**config.mk**
```make
export PLATFORM = sky130hd
export DESIGN_NAME = lbm_boundary_stage
export DESIGN_NICKNAME = d
export VERILOG_FILES = /design/src/rtl/lbm_pkg.sv /design/src/rtl/wall_detector.sv /design/src/rtl/lbm_boundary_stage.sv
export SDC_FILE = /design/constraint.sdc
export NUM_CORES = 1
export LEC_CHECK = 0
export CAP_MARGIN = 15
export CORE_MARGIN = 2
export CORE_UTILIZATION = 44
export CTS_BUF_LIST = sky130_fd_sc_hd__clkbuf_16
export CTS_CLUSTER_SIZE = 30
export DETAILED_ROUTE_END_ITERATION = 16
export HOLD_SLACK_MARGIN = 0.12
export PLACE_DENSITY = 0.72
export SYNTH_ARGS = -nofsm -noshare
export SYNTH_HDL_FRONTEND = slang
export SYNTH_SLANG_ARGS = --single-unit
```
**constraint.sdc**
```tcl
create_clock -name clk -period 4.81 [get_ports clk]
set_input_delay 0.962 -clock clk [delete_from_list [all_inputs] [get_ports clk]]
set_output_delay 0.962 -clock clk [all_outputs]
set_load 0.02 [all_outputs]
```
**src/rtl/lbm_pkg.sv**
```systemverilog
// Shared types and helpers for the D2Q9 lattice-Boltzmann pipeline.
// Lid momentum correction is enabled by defining LBM_LID_CORR_EN.
package lbm_pkg;

  localparam int DIST_W = 16;

  typedef logic signed [DIST_W-1:0] dist_t;
  typedef dist_t [8:0] dist_vec_t;

  typedef enum logic [3:0] {
    D_REST = 4'd0,
    D_PY   = 4'd1,
    D_PX   = 4'd2,
    D_NY   = 4'd3,
    D_NX   = 4'd4,
    D_PYPX = 4'd5,
    D_NYPX = 4'd6,
    D_NYNX = 4'd7,
    D_PYNX = 4'd8
  } dir_e;

  localparam dir_e OPP [9] = '{
    D_REST, D_NY, D_NX, D_PY, D_PX,
    D_NYNX, D_PYNX, D_PYPX, D_NYPX
  };

  typedef enum logic [1:0] {
    WALL_RIGHT  = 2'd0,
    WALL_LEFT   = 2'd1,
    WALL_BOTTOM = 2'd2,
    WALL_LID    = 2'd3
  } wall_e;

  // Sum at DIST_W+1 bits, clamp to the signed DIST_W range.
  function automatic dist_t sat_add(
    input dist_t                 a,
    input logic signed [DIST_W:0] b
  );
    logic signed [DIST_W:0] s;
    s = a + b;
    if (s[DIST_W] != s[DIST_W-1]) begin
      sat_add = s[DIST_W] ? {1'b1, {(DIST_W-1){1'b0}}}
                          : {1'b0, {(DIST_W-1){1'b1}}};
    end else begin
      sat_add = s[DIST_W-1:0];
    end
  endfunction

endpackage

```
**src/rtl/wall_detector.sv**
```systemverilog
// Classifies a cavity node into {LID, BOTTOM, LEFT, RIGHT}.
// Bottom wins corners, then the side walls, then the lid.
module wall_detector
  import lbm_pkg::*;
#(
  parameter int GRID_DIM = 256,
  parameter int X_W      = $clog2(GRID_DIM),
  parameter int Y_W      = $clog2(GRID_DIM/16)
) (
  input  logic [X_W-1:0] x,
  input  logic [Y_W-1:0] y,
  output logic [3:0]     wall
);

  localparam int LAST = GRID_DIM/16 - 1;

  always_comb begin
    wall = '0;
    if (x == X_W'(0)) begin
      wall[WALL_BOTTOM] = 1'b1;
    end else if (y == Y_W'(0)) begin
      wall[WALL_LEFT] = 1'b1;
    end else if (y == Y_W'(LAST)) begin
      wall[WALL_RIGHT] = 1'b1;
    end else if (x == X_W'(LAST)) begin
      wall[WALL_LID] = 1'b1;
    end
  end

endmodule

```
**src/rtl/lbm_boundary_stage.sv**
```systemverilog
// Two-stage D2Q9 boundary stage: bounce-back on walls, moving lid.
// Define LBM_LID_CORR_EN to apply the saturated lid momentum term.
module lbm_boundary_stage
  import lbm_pkg::*;
#(
  parameter int GRID_DIM = 256,
  parameter int X_W      = $clog2(GRID_DIM),
  parameter int Y_W      = $clog2(GRID_DIM/16),
  parameter int DIST_W   = 16,
  parameter logic signed [DIST_W-1:0] LID_CORR = 16'sd85
) (
  input  logic           clk,
  input  logic           rst_n,
  input  logic           in_valid,
  output logic           in_ready,
  input  logic [X_W-1:0] in_x,
  input  logic [Y_W-1:0] in_y,
  input  dist_vec_t      in_f,
  output logic           out_valid,
  input  logic           out_ready,
  output logic [X_W-1:0] out_x,
  output logic [Y_W-1:0] out_y,
  output dist_vec_t      out_f,
  output logic [3:0]     out_wall,
  output logic           frame_done
);

  localparam int LAST = GRID_DIM/16 - 1;

  logic [3:0] wall_c;

  wall_detector #(
    .GRID_DIM (GRID_DIM),
    .X_W      (X_W),
    .Y_W      (Y_W)
  ) u_wall (
    .x    (in_x),
    .y    (in_y),
    .wall (wall_c)
  );

  logic           s1_valid_q, s1_valid_d;
  logic [X_W-1:0] s1_x_q, s1_x_d;
  logic [Y_W-1:0] s1_y_q, s1_y_d;
  dist_vec_t      s1_f_q, s1_f_d;
  logic [3:0]     s1_wall_q, s1_wall_d;

  logic           s2_valid_q, s2_valid_d;
  logic [X_W-1:0] s2_x_q, s2_x_d;
  logic [Y_W-1:0] s2_y_q, s2_y_d;
  dist_vec_t      s2_f_q, s2_f_d;
  logic [3:0]     s2_wall_q, s2_wall_d;

  logic frame_done_q, frame_done_d;
  logic s1_load, s2_load, s2_can_load;
  dist_vec_t res;

`ifdef LBM_LID_CORR_EN
  localparam logic signed [DIST_W:0] CORR_X = LID_CORR;
`else
  logic unused_lid_corr;
  assign unused_lid_corr = ^LID_CORR;
`endif

  // Sources always read s1_f_q, so overlapping replacements never chain.
  always_comb begin
    res = s1_f_q;
    unique case (1'b1)
      s1_wall_q[WALL_BOTTOM]: begin
        res[D_PX]   = s1_f_q[OPP[D_PX]];
        res[D_PYPX] = s1_f_q[OPP[D_PYPX]];
        res[D_NYPX] = s1_f_q[OPP[D_NYPX]];
      end
      s1_wall_q[WALL_LEFT]: begin
        res[D_PY]   = s1_f_q[OPP[D_PY]];
        res[D_PYPX] = s1_f_q[OPP[D_PYPX]];
        res[D_PYNX] = s1_f_q[OPP[D_PYNX]];
      end
      s1_wall_q[WALL_RIGHT]: begin
        res[D_NY]   = s1_f_q[OPP[D_NY]];
        res[D_NYNX] = s1_f_q[OPP[D_NYNX]];
        res[D_NYPX] = s1_f_q[OPP[D_NYPX]];
      end
      s1_wall_q[WALL_LID]: begin
        res[D_NX] = s1_f_q[OPP[D_NX]];
`ifdef LBM_LID_CORR_EN
        res[D_NYNX] = sat_add(s1_f_q[OPP[D_NYNX]], -CORR_X);
        res[D_PYNX] = sat_add(s1_f_q[OPP[D_PYNX]], CORR_X);
`else
        res[D_NYNX] = s1_f_q[OPP[D_NYNX]];
        res[D_PYNX] = s1_f_q[OPP[D_PYNX]];
`endif
      end
      default: ;
    endcase
  end

  always_comb begin
    s2_can_load = !s2_valid_q || out_ready;
    in_ready    = !s1_valid_q || s2_can_load;
    s1_load     = in_valid && in_ready;
    s2_load     = s1_valid_q && s2_can_load;

    s1_valid_d = s1_load ? 1'b1 : (s2_load ? 1'b0 : s1_valid_q);
    s1_x_d     = s1_load ? in_x   : s1_x_q;
    s1_y_d     = s1_load ? in_y   : s1_y_q;
    s1_f_d     = s1_load ? in_f   : s1_f_q;
    s1_wall_d  = s1_load ? wall_c : s1_wall_q;

    s2_valid_d = s2_load ? 1'b1 : (out_ready ? 1'b0 : s2_valid_q);
    s2_x_d     = s2_load ? s1_x_q    : s2_x_q;
    s2_y_d     = s2_load ? s1_y_q    : s2_y_q;
    s2_f_d     = s2_load ? res       : s2_f_q;
    s2_wall_d  = s2_load ? s1_wall_q : s2_wall_q;

    frame_done_d = s2_valid_q && out_ready &&
                   (s2_x_q == X_W'(LAST)) &&
                   (s2_y_q == Y_W'(LAST));
  end

  always_ff @(posedge clk or negedge rst_n) begin
    if (!rst_n) begin
      s1_valid_q   <= 1'b0;
      s1_x_q       <= '0;
      s1_y_q       <= '0;
      s1_f_q       <= '0;
      s1_wall_q    <= '0;
      s2_valid_q   <= 1'b0;
      s2_x_q       <= '0;
      s2_y_q       <= '0;
      s2_f_q       <= '0;
      s2_wall_q    <= '0;
      frame_done_q <= 1'b0;
    end else begin
      s1_valid_q   <= s1_valid_d;
      s1_x_q       <= s1_x_d;
      s1_y_q       <= s1_y_d;
      s1_f_q       <= s1_f_d;
      s1_wall_q    <= s1_wall_d;
      s2_valid_q   <= s2_valid_d;
      s2_x_q       <= s2_x_d;
      s2_y_q       <= s2_y_d;
      s2_f_q       <= s2_f_d;
      s2_wall_q    <= s2_wall_d;
      frame_done_q <= frame_done_d;
    end
  end

  assign out_valid  = s2_valid_q;
  assign out_x      = s2_x_q;
  assign out_y      = s2_y_q;
  assign out_f      = s2_f_q;
  assign out_wall   = s2_wall_q;
  assign frame_done = frame_done_q;

endmodule

```
; ---- Yosys cells after proc, flatten, opt, wreduce, memory -nomap -nowiden
; Cells that the tools add are included.
[classes]
n_eq_ne = 4
mux = 21
n_reduce_logical = 17
[ops]
columns = operator, n
row1 = 2-to-1 mux 16 bit, 8
row2 = equality test 8 x 4 -> 1 bit (second input constant), 2
row3 = 2-to-1 mux 1 bit, 12
row4 = equality test 4 bit (second input constant), 2
row5 = zero test 8 bit, 1
row6 = OR reduction 2 bit, 4
row7 = logical AND 1 bit, 5
row8 = zero test 4 bit, 1
row9 = nonzero test 2 bit, 2
row10 = zero test 1 bit, 2
row11 = logical OR 1 bit, 2
row12 = 2-to-1 mux 2 bit, 1
[word_totals]
register_bits = 323
wordCells = 69

; ---- Longest topological paths before layout
; Gate-level depths: netlist (run 1).
[logic_depth]
word_depth = 5
depth_mapped = 6

; ---- By module
; Synthesis (run 1) repeated with hierarchy kept, for this count alone.
[unflattened]
cells_unflattened = 999
area_unflattened_um2 = 13492.9
[by_module_without_submodules]
columns = module, n_inst, cells_each, area_each_um2, seq_area_each_um2
row1 = lbm_boundary_stage, 1, 989, 13426.6, 8082.8
row2 = wall_detector, 1, 10, 66.3, 0.0

; ---- Worst setup path before layout (run 1)
; No wires, ideal clock.
[synth_timing]
path_type = in2reg
from = input out_ready
to = register s1_f_q[32] in the netlist's numbering
arrival_ns = 2.258
required_time_ns = 4.685
path_slack_ns = 2.427
path_stages = 6
path_cell_list = nand3b_1 and2_1 buf_2 buf_6 buf_6 mux2_4
[synth_via]
elab_chain_cells = 3
[synth_rtl]
columns = element, line_no
row1 = start: declaration, lbm_boundary_stage.sv:20  ; input logic out_ready,
row2 = logical OR 1 bit, lbm_boundary_stage.sv:99  ; s2_can_load = !s2_valid_q || out_ready;
row3 = logical OR 1 bit, lbm_boundary_stage.sv:100  ; in_ready = !s1_valid_q || s2_can_load;
row4 = logical AND 1 bit, lbm_boundary_stage.sv:101  ; s1_load = in_valid && in_ready;
row5 = end signal: assignment, lbm_boundary_stage.sv:126  ; s1_f_q <= '0;
row6 = end signal: assignment, lbm_boundary_stage.sv:138  ; s1_f_q <= s1_f_d;
row7 = end: declaration, lbm_boundary_stage.sv:45  ; dist_vec_t s1_f_q, s1_f_d;
; No other way between the ends.
; A chain may end at the register's enable or synchronous reset.

; ---- Worst setup path in the final report (run 1)
[layout_timing]
from = input out_ready
to = output in_ready
[layout_via]
elab_chain_cells = 2
[layout_rtl]
columns = element, line_no
row1 = logical OR 1 bit, lbm_boundary_stage.sv:99
row2 = logical OR 1 bit, lbm_boundary_stage.sv:100
row3 = end: declaration, lbm_boundary_stage.sv:15  ; output logic in_ready,
; No other way between the ends.

==> qor.txt, run 1 <==
Nets@finish: 1460
Seq/Total Area, Yosys: 59.8%
Yosys top cell by area: dfrtp_1
H-Tree Depth: 2
Remaining DRCs: 0
Final core occ: 59.9%
Initial Util: 44.4%
Gpl congestion: 0.760
GRT overflow: 0
Max Root-Sink Buffers: 3
Synth top area cells: dfrtp_1, mux2_2, a21oi_1
Final Max Tran Viols: 0
I/O pins: 323
Total GRT Usage: 21.1%
Post-synthesis cell count: 997
DRT iter0 DRCs: 544
Max incr delay on CP: 0.67 ns
Endpoints failing hold: 0
Met3 Track Usage GR: 6.98%
Synth Warn #: 0
DP Wirelength: 21400 um
Peak Freq: 300 MHz
Hold_buf cts: 0
Cell mode on critical path: clkdlybuf4s50_1
Die ar.: 32100 sq um
Count of cell types in the netlist: 22
Initial antenna violation count: 1
Synthesized Nets: 1157
Most frequent cells in the layout: dfrtp_1, clkdlybuf4s50_1, a21oi_1
Leak pwr: 7.76 nW
Post-route minimum period: 3.33 ns
CP cell instances: clkdlybuf4s50_1 > nand3b_1 > clkdlybuf4s50_1
Crit path kind: primary input to output port
Largest net degree at the start of global routing: 102
Met1 usage: 27.5%
Synth-to-Final Area Change: 34.8%
Fillers: 2456
Setup Viol. Count Final: 0
Most common cell after layout, fill and taps aside: dfrtp_1
Crit path max-delay cell type: clkdlybuf4s50_1
CTS tree: built
Share of cells above drive strength 1: 19.8%
Final worst-path cycle share: 69.2%
Cell family with most CP delay: buffers and inverters
Clock-pin transition on the worst setup and hold timing paths: 0.06 ns
Most Crowded Layer GR: met2
Synth top area share: 59.8%
M2 GR Usage: 33.9%
Clock Sinks: 323
RSZ-0062 raised after global routing: no
WL per Instance: 20.0 um
Critical Path RT: 3.85 ns
Worst-margin pin slew: 0.990 ns
Pwr per Cell Area: 466 nW/um^2
Worst Setup End Kind: output port
CTS root buf: clkbuf_16
Row cnt: 64
Post-route ant nets: 0
Status: complete, no violations
Vias in the first global route: 9492
Area taken by multi-input logic gates: 5070 sq um
Hold/Removal Path Class: register to register
VDD IR max: 0.000330 V
Pre-antenna DRT Iters: 4
Clk_skew: 0.0135 ns
Max-Cap Viols: 0
Core ar.: 30400 sq um
Port Buf Inserts: 322
Reg area: 8090 sq um
Max_slew headroom: 34.0%
#FFs+latches synth: 323
Die Wd: 179 um
CP arrival: 2.37 ns
Die Ht: 179 um
CTS resizes: 0
Average cell area after synthesis: 13.6 sq um
Setup TNS: 0 ns
Vias: 9143
Drt via density: 5.31
First-pass GRT wire length: 53100 um
Mapped cell area: 13500 sq um
Critical path peak fanout: 5
Wirelength, routed: 34400 um
WP buf/inv: 2
Critical path startpoint category: primary input
N_diodes: 0
Number of buffers created by CTS: 36
Post-CTS setup buffers: 0
Worst-Skew Late Latency: 0.50 ns
## metal layers
| metal | vias to the layer above | share of wire, % |
|---|---|---|
| met5 | - | 0.038 |
| met4 | 2 | 2.3 |
| met3 | 56 | 8.7 |
| met2 | 292 | 46 |
| met1 | 4584 | 42 |
| li1 | 4209 | - |
## final cells by class
type,instances,area share (%)
Tap cell,396,2.72
Clock buffer,37,5.08
Timing Repair Buffer,340,18.9
Multi-Input combinational cell,599,27.8
Sequential cell,323,44.4
Clock inverter,27,1.18
## metrics by stage
stage          power [mW]  cell area [sq um]  setup WS [ns]  cells  hold slack (ns)
2_1_floorplan        4.76              13500           2.43    997            0.474
3_3_place_gp         5.84              17100           1.37   1658            0.451
3_5_place_dp         5.88              17100           1.34   1658            0.464
4_1_cts              8.59              18200           1.49   1722            0.470
5_1_grt              8.91              18200           1.45   1722            0.505
6_report             8.49              18200           1.48   1722            0.465
## where the power goes
group	leakage, nW	switching (mW)	internal, mW	total [mW]
Combinational	3.45	1.08	1.15	2.23
Clock	0.610	1.06	1.60	2.66
Sequential	3.70	0.355	3.24	3.59
## final timing paths
path | startpoint | to | slack, ns | depth (start not counted)
max | out_ready | in_ready | 1.48 | 3
min | out_x[5] | frame_done | 0.46 | 1
max reg2reg | s1_valid_q | s1_f_q[64] | 2.24 | 4
min reg2reg | out_x[5] | frame_done | 0.46 | 1
max in group asynchronous | rst_n | out_f[118] | 3.26 | 2
min in group asynchronous | rst_n | out_f[114] | 0.52 | 1
## cells in the mapped netlist
library cell	instances
mux2_4	49
nand3b_1	1
o21a_1	1
mux2_2	139
nand4b_1	2
nand4_1	2
or4_1	4
a21oi_1	256
nor2_2	4
buf_2	36
mux2i_1	128
clkbuf_1	30
buf_4	3
and4_1	1
o211ai_1	1
nand2b_1	3
dfrtp_1	323
buf_6	6
o2bb2ai_1	3
nor4b_1	1
nand2_1	2
and2_1	2
## worst reg2reg max path, stage by stage (launching register included)
cell	delay (ns)
dfrtp_4	0.69
nand3b_1	0.29
and2_4	0.72
buf_12	0.36
mux2_2	0.40
## cell families (layout without fill, tap and decap cells)
logic type	after synthesis	after routing	share of synthesized area (%)
AOI/OAI and AO/OA	261	261	9.78
buffers and inverters	75	404	2.83
DFF	323	323	59.8
muxes	316	316	26.5
and+or+nand+nor	22	22	1.10
## state kept, by name (all words and copies together), names as in the netlist
name        count
frame_done      1
out_valid       1
s1_f_q        128
s1_valid_q      1
out_wall        4
out_y           4
out_f         144
res            16
s1_y_q          4
out_x           8
s1_wall_q       4
s1_x_q          8
Power figures use the tool's default switching activity.
==> inputs of run 2 (changes only) <==
- clock period: 4.81 -> 3.4 ns (I/O delays scaled with it)
==> qor.txt, run 2 (same netlist as run 1, synthesis figures left out) <==
Post-route ant nets: 0
DRT iter0 DRCs: 450
Clk_skew: 0.0166 ns
I/O pins: 323
WL per Instance: 20.3 um
Status: complete, no violations
Setup TNS: 0 ns
Worst-margin pin slew: 0.808 ns
CP cell instances: clkdlybuf4s50_1 > nand3b_1 > clkdlybuf4s50_1
Max incr delay on CP: 0.64 ns
Drt via density: 5.36
Synth-to-Final Area Change: 35.3%
Initial antenna violation count: 0
Final worst-path cycle share: 79.7%
Critical path startpoint category: primary input
Number of buffers created by CTS: 35
Core ar.: 30400 sq um
Most common cell after layout, fill and taps aside: dfrtp_1
N_diodes: 0
Endpoints failing hold: 0
Gpl congestion: 0.757
GRT overflow: 0
Port Buf Inserts: 322
CTS tree: built
Fillers: 2498
Leak pwr: 7.79 nW
First-pass GRT wire length: 55000 um
Wirelength, routed: 35200 um
Largest net degree at the start of global routing: 130
Post-route minimum period: 2.71 ns
DP Wirelength: 23000 um
Vias in the first global route: 9797
Crit path launch: out_ready
RSZ-0062 raised after global routing: no
Initial Util: 44.4%
Max-Cap Viols: 0
Pwr per Cell Area: 646 nW/um^2
WP buf/inv: 2
Max Root-Sink Buffers: 3
Die ar.: 32100 sq um
Clock-pin transition on the worst setup and hold timing paths: 0.06 ns
H-Tree Depth: 2
Cell family with most CP delay: buffers and inverters
Post-CTS setup buffers: 0
Die Wd: 179 um
Total GRT Usage: 21.8%
Crit path max-delay cell type: clkdlybuf4s50_1
Hold_buf cts: 0
Max reg flops: 144
Hold Worst Slack: 0.134 ns
RR Startpoint: s1_valid_q
CTS root buf: clkbuf_16
Vias: 9286
Critical Path RT: 2.72 ns
Critical path peak fanout: 5
Crit path kind: primary input to output port
CP arrival: 2.03 ns
Max_slew headroom: 46.2%
Peak Freq: 369 MHz
Most frequent cells in the layout: dfrtp_1, clkdlybuf4s50_1, a21oi_1
Final Max Tran Viols: 0
Row cnt: 64
CTS resizes: 0
Remaining DRCs: 0
Pre-antenna DRT Iters: 4
Hold/Removal Path Class: primary input to async pin
Cell mode on critical path: clkdlybuf4s50_1
Setup Viol. Count Final: 0
Worst-Skew Late Latency: 0.51 ns
Nets@finish: 1473
Share of cells above drive strength 1: 20.6%
VDD IR max: 0.000428 V
Worst Setup End Kind: output port
Die Ht: 179 um
Clock Sinks: 323
## run 2: changes by cell type in the layout (fill, tap and decap cells not counted), moves of 2 or more
cell       previous run  this run
buf_4                12        23
buf_12                6         9
bufinv_16             4         1
clkinv_1              4         6
clkinv_2              7         5
inv_1                12        10
## run 2: per-stage QoR
stage / power, mW / instance area [sq um] / setup slack [ns] / util [%] / std cells
4_1_cts: 12.0 / 18300 / 0.689 / 60.1 / 1734
2_1_floorplan: 6.73 / 13500 / 1.30 / - / 997
3_5_place_dp: 8.36 / 17200 / 0.650 / 56.6 / 1672
3_3_place_gp: 8.29 / 17200 / 0.684 / 56.6 / 1672
5_1_grt: 12.4 / 18300 / 0.628 / 60.1 / 1734
6_report: 11.8 / 18300 / 0.690 / 60.1 / 1734
## run 2: per-layer routing
layer | share of wire, % | up-vias | track usage [%] | wire, um
met5 | 0 | - | 0 | 0
met4 | 1.8 | 0 | 5.07 | 636
met3 | 8.0 | 44 | 7.06 | 2820
met2 | 47 | 256 | 35.4 | 16600
met1 | 43 | 4747 | 28.5 | 15200
li1 | - | 4239 | - | -
## run 2: worst paths after layout
check / slack [ns] / endpoint / cells past startpoint
max: 0.69 / in_ready / 3
min: 0.13 / out_f[114] / 1
max reg2reg: 1.37 / s1_f_q[141] / 4
min reg2reg: 0.48 / frame_done / 1
max in group asynchronous: 2.23 / out_f[56] / 2
min in group clk: 0.48 / frame_done / 1
## run 2: report_power, final
part | total [mW] | internal (mW) | switching, mW | leakage [nW]
Sequential | 5.07 | 4.58 | 0.494 | 3.70
Clock | 3.52 | 2.00 | 1.52 | 0.556
Combinational | 3.21 | 1.66 | 1.56 | 3.53
## run 2: final cells by class
cell class,instances,area [sq um],area share [%]
Clock buffer,36,901,4.93
Clock inverter,26,156,0.855
Multi-Input combinational cell,599,5070,27.7
Sequential cell,323,8090,44.2
Tap cell,396,495,2.71
Timing Repair Buffer,354,3580,19.6
==> inputs of run 3 (changes only) <==
- PLACE_DENSITY: 0.72 -> 0.75
- clock period: 3.4 -> 2.3 ns (I/O delays scaled with it)
==> qor.txt, run 3 (same netlist as run 1, synthesis figures left out) <==
Die ar.: 32100 sq um
Worst-Skew Late Latency: 0.50 ns
P_sw: 5.26 mW
Max incr delay on CP: 0.64 ns
Clock-pin transition on the worst setup and hold timing paths: 0.06 ns
Synth-to-Final Area Change: 37.2%
Largest net degree at the start of global routing: 130
RSZ-0062 raised after global routing: no
Endpoints failing hold: 0
Critical path startpoint category: register
Placed cells: 1682
Clk_skew: 0.00780 ns
Setup TNS: 0 ns
Die Ht: 179 um
VDD IR max: 0.000665 V
Pre-antenna DRT Iters: 4
Hold/Removal Path Class: register to register
Status: complete, no violations
CP cell instances: clkdlybuf4s50_1
DRT iter0 DRCs: 509
I/O pins: 323
Cell family with most CP delay: buffers and inverters
Most frequent cells in the layout: dfrtp_1, clkdlybuf4s50_1, a21oi_1
Max reg flops: 144
Number of buffers created by CTS: 36
Post-route ant nets: 0
Core ar.: 30400 sq um
Sw Share: 29.6%
Flop pwr share: 42.2%
Peak Freq: 496 MHz
Nets@finish: 1485
Clock Sinks: 323
Critical path peak fanout: 4
First-pass GRT wire length: 55300 um
Gpl congestion: 0.811
Drt via density: 5.37
Vias in the first global route: 10000
Clock share of power: 30.5%
N_diodes: 0
Most common cell after layout, fill and taps aside: dfrtp_1
Max_slew headroom: 53.7%
Crit path kind: register to output port
Max Root-Sink Buffers: 3
Row cnt: 64
GRT overflow: 0
Post-route minimum period: 2.02 ns
Final std cells w/o fill: 1744
Setup Viol. Count Final: 0
DP Wirelength: 23600 um
Total chip power: 17.8 mW
Leak pwr: 7.88 nW
Max-Cap Viols: 0
Worst Setup End Kind: output port
Hold Worst Slack: 0.468 ns
Port Buf Inserts: 322
WL per Instance: 20.5 um
Die Wd: 179 um
Final worst-path cycle share: 87.6%
Share of cells above drive strength 1: 21.0%
Initial antenna violation count: 3
Critical Path RT: 1.84 ns
Remaining DRCs: 0
Worst-margin pin slew: 0.695 ns
CTS tree: built
Pwr per Cell Area: 957 nW/um^2
Crit path max-delay cell type: clkdlybuf4s50_1
Wirelength, routed: 35800 um
H-Tree Depth: 2
WP buf/inv: 1
Internal power: 12.5 mW
CTS root buf: clkbuf_16
Final Max Tran Viols: 0
CP arrival: 1.56 ns
Vias: 9357
Comb pwr share: 27.3%
Initial Util: 44.4%
Total GRT Usage: 22.1%
==> run 3: cell types whose count changed in the layout (fill, tap and decap cells not counted), moves of 2 or more <==
| cell | before | now |
|---|---|---|
| buf_12 | 9 | 19 |
| bufinv_16 | 1 | 3 |
| clkinv_1 | 6 | 11 |
| clkinv_2 | 5 | 2 |
| inv_1 | 10 | 6 |
==> run 3: final cells by class <==
| class | instances | area [sq um] |
|---|---|---|
| multi-input combinational | 599 | 5070 |
| clock inverter | 24 | 179 |
| sequential | 323 | 8090 |
| tap | 396 | 495 |
| clock buffer | 37 | 926 |
| fill | 2429 | 11900 |
| timing repair buffer | 365 | 3790 |
==> run 3: final timing paths <==
path	end	start	slack, ns	depth (start not counted)
min reg2reg	frame_done	out_x[5]	0.47	1
max	out_valid	out_valid	0.28	1
max reg2reg	s1_f_q[47]	s1_valid_q	0.55	5
min	frame_done	out_x[5]	0.47	1
min in group asynchronous	out_f[119]	rst_n	0.48	2
max in group asynchronous	res[10]	rst_n	1.11	3
==> run 3: metal layers <==
layer	vias up	track usage [%]	wire length (um)
met4	4	5.68	883
met1	4718	27.9	14700
met2	292	36.9	17100
met5	-	0	25
met3	77	6.85	3050
li1	4266	-	-
==> run 3: power groups by stage <==
| stage | registers, mW | logic, mW | clock network, mW |
|---|---|---|---|
| floorplan | 8.26 | 1.69 | 0 |
| global placement | 7.53 | 4.77 | 0 |
| detailed placement | 7.57 | 4.87 | 0 |
| CTS | 7.50 | 4.89 | 5.56 |
| global route | 7.63 | 5.18 | 5.79 |
| finish | 7.50 | 4.84 | 5.42 |
==> run 3: repair_timing <==
item                                    4_1_cts  5_1_grt
resized for setup                             1        0
endpoints found under the setup margin        1        0
hold buffers                                  1        0
buffers inserted                              0        0
endpoints found under the hold margin        40        0
==> run 3: metrics by stage <==
stage / instance area [sq um] / util [%] / worst slack, ns
4_1_cts: 18500 / 60.9 / 0.251
2_1_floorplan: 13500 / - / 0.419
3_3_place_gp: 17400 / 57.3 / 0.0999
5_1_grt: 18500 / 60.9 / 0.231
6_report: 18500 / 60.9 / 0.285
3_5_place_dp: 17400 / 57.3 / 0.0737
